## config.mk

```make
export PLATFORM = sky130hd
export DESIGN_NAME = multi_zone_alarm
export DESIGN_NICKNAME = d
export VERILOG_FILES = /design/src/rtl/multi_zone_alarm.sv
export SDC_FILE = /design/constraint.sdc
export NUM_CORES = 1
export LEC_CHECK = 0
export BUFFER_PORTS_ARGS = -buffer_cell sky130_fd_sc_hd__clkbuf_2
export CAP_MARGIN = 20
export CELL_PAD_IN_SITES_DETAIL_PLACEMENT = 1
export CELL_PAD_IN_SITES_GLOBAL_PLACEMENT = 2
export CORE_MARGIN = 2
export CORE_UTILIZATION = 34
export CTS_CLUSTER_SIZE = 8
export DETAILED_ROUTE_END_ITERATION = 10
export PLACE_DENSITY = 0.84
export SLEW_MARGIN = 20
export SYNTH_ARGS = -nofsm -noshare
export SYNTH_HDL_FRONTEND = slang
export SYNTH_SLANG_ARGS = --single-unit
```

## constraint.sdc

```tcl
create_clock -name clk -period 3.3 [get_ports clk]
set_input_delay 0.33 -clock clk [delete_from_list [all_inputs] [get_ports clk]]
set_output_delay 0.33 -clock clk [all_outputs]
set_load 0.01 [all_outputs]
```

## src/rtl/multi_zone_alarm.sv

```systemverilog
// N-zone intrusion alarm FSM with entry delay, auto-silence timeout and optional trip record.
// Define MULTI_ZONE_ALARM_LATCH_EN to add the zone_hit port and its per-zone latch.
module multi_zone_alarm #(
   parameter int N_ZONES    = 4,
   parameter int CNT_W      = 8,
   parameter int ENTRY_DLY  = 50,
   parameter int ALARM_TIME = 200
) (
   input  logic               clk,
   input  logic               rst,
   input  logic [N_ZONES-1:0] sensor,
   input  logic               start,
   input  logic               cancel,
   input  logic               test,
   output logic               buzz,
   output logic               armed,
   output logic [2:0]         state_o
`ifdef MULTI_ZONE_ALARM_LATCH_EN
   ,
   output logic [N_ZONES-1:0] zone_hit
`endif
);

   localparam logic [2:0] IDLE    = 3'd0;
   localparam logic [2:0] ARMED   = 3'd1;
   localparam logic [2:0] PENDING = 3'd2;
   localparam logic [2:0] ALARM   = 3'd3;
   localparam logic [2:0] SILENT  = 3'd4;
   localparam logic [2:0] TEST    = 3'd5;

   localparam logic [CNT_W-1:0] ENTRY_LAST = CNT_W'(ENTRY_DLY - 1);
   localparam logic [CNT_W-1:0] ALARM_LAST = CNT_W'(ALARM_TIME - 1);

   logic [2:0]       state, state_nx;
   logic [CNT_W-1:0] cnt, cnt_nx;

   always_comb begin
      state_nx = state;
      cnt_nx   = '0;
      case (state)
         IDLE: begin
            if (start)     state_nx = ARMED;
            else if (test) state_nx = TEST;
         end
         ARMED: begin
            if (cancel)       state_nx = IDLE;
            else if (|sensor) state_nx = PENDING;
         end
         PENDING: begin
            if (cancel)                 state_nx = IDLE;
            else if (cnt == ENTRY_LAST) state_nx = ALARM;
            else                        cnt_nx   = cnt + CNT_W'(1);
         end
         ALARM: begin
            if (cancel)                 state_nx = IDLE;
            else if (cnt == ALARM_LAST) state_nx = SILENT;
            else                        cnt_nx   = cnt + CNT_W'(1);
         end
         SILENT: begin
            // Any zone still tripped holds SILENT so a stuck sensor cannot re-fire the alarm.
            if (cancel)          state_nx = IDLE;
            else if (~|sensor)   state_nx = ARMED;
         end
         TEST: begin
            if (cancel) state_nx = IDLE;
         end
         default: state_nx = IDLE;
      endcase
   end

   always_ff @(posedge clk or posedge rst) begin
      if (rst) begin
         state <= IDLE;
         cnt   <= '0;
      end else begin
         state <= state_nx;
         cnt   <= cnt_nx;
      end
   end

`ifdef MULTI_ZONE_ALARM_LATCH_EN
   logic armed_state;
   assign armed_state = (state == ARMED) || (state == PENDING) ||
                        (state == ALARM) || (state == SILENT);

   // Record survives SILENT->ARMED; only a return to IDLE or rst clears it.
   always_ff @(posedge clk or posedge rst) begin
      if (rst)                    zone_hit <= '0;
      else if (state_nx == IDLE)  zone_hit <= '0;
      else if (armed_state)       zone_hit <= zone_hit | sensor;
   end
`endif

   assign state_o = state;
   assign buzz    = (state == ALARM) || (state == TEST);
   assign armed   = (state == ARMED) || (state == PENDING) ||
                    (state == ALARM) || (state == SILENT);

endmodule

```

==> results.py <==
metrics = {
    "logic_synthesis": {
        "synth_top_family_by_area": "simple AND/OR/NAND/NOR gates",
        "syn_area_um2": 684.4,
        "yosys_register_bits": 11,
        "avgSynthCellArea_um2": 9.919,
        "synth-edff-count": 0,
        "synthXorXnorAreaFrac_pct": 10.24,
        "synth_top_area_share_pct": 40.22,
        "async_flop_share_pct": 100.0,
        "yosys_most_used_dff": "dfrtp_1",
        "synth_largest_area_cell": "dfrtp_1",
        "synthDistinctLibCells": 31,
        "syn-instance-count": 69,
        "syn_nets": 80,
        "muxShareOfSynthArea_pct": 4.936,
        "synth_area_leaders": "dfrtp_1 (40%), nor2_1 (6.6%), xor2_1 (6.4%)",
        "yosysWarningCount": 0,
        "yosysSeqAreaShare_pct": 40.22,
        "yosys.area_share.simple_pct": 30.90,
        "synth_adder_area_share_pct": 5.119,
        "synth_compound_area_share_pct": 4.388,
    },
    "route": {
        "drc": 0,
        "dr.pass1.iters": 1,
        "drt_iter0_markers": 0,
        "drt_wl_total_mm": 1.474,
        "vias": 547,
        "ant_nets": 0,
        "viasPerCell": 4.973,
        "wl_per_cell_um": 13.40,
    },
    "global_routing": {
        "antenna_found_initial": 0,
        "use_met3_pct": 4.601,
        "grt_use_met2_pct": 26.48,
        "grt.overflow.total": 0,
        "grt_max_degree": 12,
        "grt_pass1_vias": 593,
        "grt_usage_pct": 15.32,
        "busiest_layer": "met2",
        "grt_pass1_wl_mm": 2.711,
        "met1_usage_pct": 15.44,
    },
    "timing": {
        "setup-violations-final": 0,
        "min_period_ps": 1845,
        "rsz0062_at_grt": "no",
        "fin_ws_ps": 1455,
        "post-route-period-util_pct": 55.91,
        "maxSlewHeadroom_pct": 62.98,
        "final_hold_viol_count": 0,
        "fin_setup_tns_ps": 0,
        "fin_worst_skew_ps": 2.206,
        "max_freq_mhz": 542.0,
        "drv_slew": 0,
        "tightest_slew_ps": 553.3,
    },
    "clock_tree": {
        "cts_buffers": 3,
        "cts_max_level": 1,
        "cts_resized": 0,
        "cts_tree": "built",
        "cts_root_buffer": "clkbuf_4",
        "cts_sinks": 11,
        "clk_latency_ps": 270,
        "hold_buffers": 0,
        "clkTransAtPathRegs_ps": 70,
        "post_cts_buffers": 0,
        "clock_path_buffers": 2,
    },
    "finish": {
        "area_growth_pct": 15.17,
        "layout_common_cells": "clkbuf_2 (13), nor2_1 (12), dfrtp_1 (11), xor2_1 (5)",
        "n_antenna_cell": 0,
        "nets": 95,
        "postLayoutCoreUtil_pct": 41.02,
        "finalInstanceArea_um2": 788.3,
        "layout_commonest_cell": "clkbuf_2",
        "finalNonFillerCells": 110,
        "drive_above_1_share_pct": 26.51,
    },
    "min_path": {
        "hp-class": "input pin to asynchronous set/reset pin",
    },
    "critical_path": {
        "cp-start-kind": "flip-flop",
        "worstPathMaxFanout": 3,
        "crit_buf_inv": 1,
        "cp_data_required_time_ps": 3460,
        "cpPeakStageDelay_ps": 390,
        "critical_path.top_delay_family": "simple AND/OR/NAND/NOR gates",
        "end_kind": "flip-flop",
        "path_class": "flip-flop to flip-flop",
        "path_cells": "inv_1, ha_1, nor4bb_1, a21oi_2, nor4_2, mux2_1",
        "arrival_ps": 2000,
        "cp_slowest_cell": "dfrtp_1",
    },
    "floorplan": {
        "pin_count": 14,
        "coreArea_um2": 1922,
        "die_h_um": 48.87,
        "dieArea_um2": 2388,
        "placementRows": 16,
        "die_x_um": 48.87,
        "start_util_pct": 35.61,
    },
    "placement": {
        "placed_area_um2": 762.0,
        "place_hpwl_mm": 1.026,
        "numPortBuffers": 13,
        "placed_cells": 106,
        "dp_slack_ps": 1419,
        "place.gp.congestion": 0.7140,
    },
    "run_status": {
        "status": "finished, final reports clean",
    },
    "pwr": {
        "p_per_area_nw_per_um2": 608.2,
        "worst_ir_drop_vdd_mv": 0.3810,
        "p_leak_nw": 0.3528,
    },
    "flow_run": {
        "cap_violations": 0,
    },
}
==> power breakdown <==
part / total (mW) / internal, mW / leakage [nW] / switching (mW)
combinational: 0.181 / 0.0967 / 0.188 / 0.0841
sequential: 0.204 / 0.154 / 0.149 / 0.0496
clock: 0.0949 / 0.0469 / 0.0150 / 0.0480
total: 0.479 / 0.298 / 0.353 / 0.182
==> final timing paths <==
kind,start,to,slack (ps),cells past startpoint
setup / recovery,cnt[1]$_DFF_PP0_,state_o[2]$_DFFE_PP0P_,1450,6
hold / removal,rst,cnt[1]$_DFF_PP0_,20,2
setup reg to reg,cnt[1]$_DFF_PP0_,state_o[2]$_DFFE_PP0P_,1450,6
hold reg to reg,cnt[0]$_DFF_PP0_,cnt[0]$_DFF_PP0_,500,1
max in group asynchronous,rst,cnt[6]$_DFF_PP0_,2970,2
min in group clk,cancel,state_o[1]$_DFFE_PP0P_,450,3
==> worst register-to-register path: stages (launching register included) <==
cell and delay (ps):
dfrtp_1 390, inv_1 60, ha_1 130, nor4bb_1 320
a21oi_2 130, nor4_2 350, mux2_1 350
==> Yosys cell counts (2+ instances only) <==
library cell	n
buf_2	2
dfrtp_1	11
and2_1	2
nor3b_1	3
xnor2_1	3
nand2_1	3
nor2_1	12
xor2_1	5
mux2_1	2
nand3_1	2
ha_1	2
inv_1	2
and3_1	2
==> registers in the layout (all words and copies together), names as in the netlist <==
name,flops
state_o,3
cnt,8
==> through the flow <==
step,total power [mW],hold slack [ps]
6_report,0.4794,21.95
5_1_grt,0.5233,48.65
4_1_cts,0.4890,31.23
3_5_place_dp,0.3921,330.3
3_3_place_gp,0.3869,328.0
2_1_floorplan,0.3428,182.4
==> cells by family (layout without fill, tap and decap cells) <==
logic type / after synthesis / in the layout
buf+inv: 5 / 19
mux: 3 / 3
xor+xnor: 8 / 8
flops: 11 / 11
compound gates: 4 / 4
fa+ha+maj: 3 / 3
simple gates: 35 / 35
==> area by class of cell <==
class	instances	area, µm²
Multi-Input combinational cell	53	380.4
Fill cell	243	1134
Tap cell	27	33.78
Sequential cell	11	275.3
Clock buffer	4	26.28
Inverter	2	7.507
Timing Repair Buffer	13	65.06
==> per-layer routing <==
layer  share of wire, %  vias up  wire [µm]
met1                 42      262        613
met3                5.2        4         77
met4                3.8        0         56
met5                  0        -          0
met2                 49       13        727
li1                   -      268          -
No activity file was read; power rests on OpenSTA's default activity.
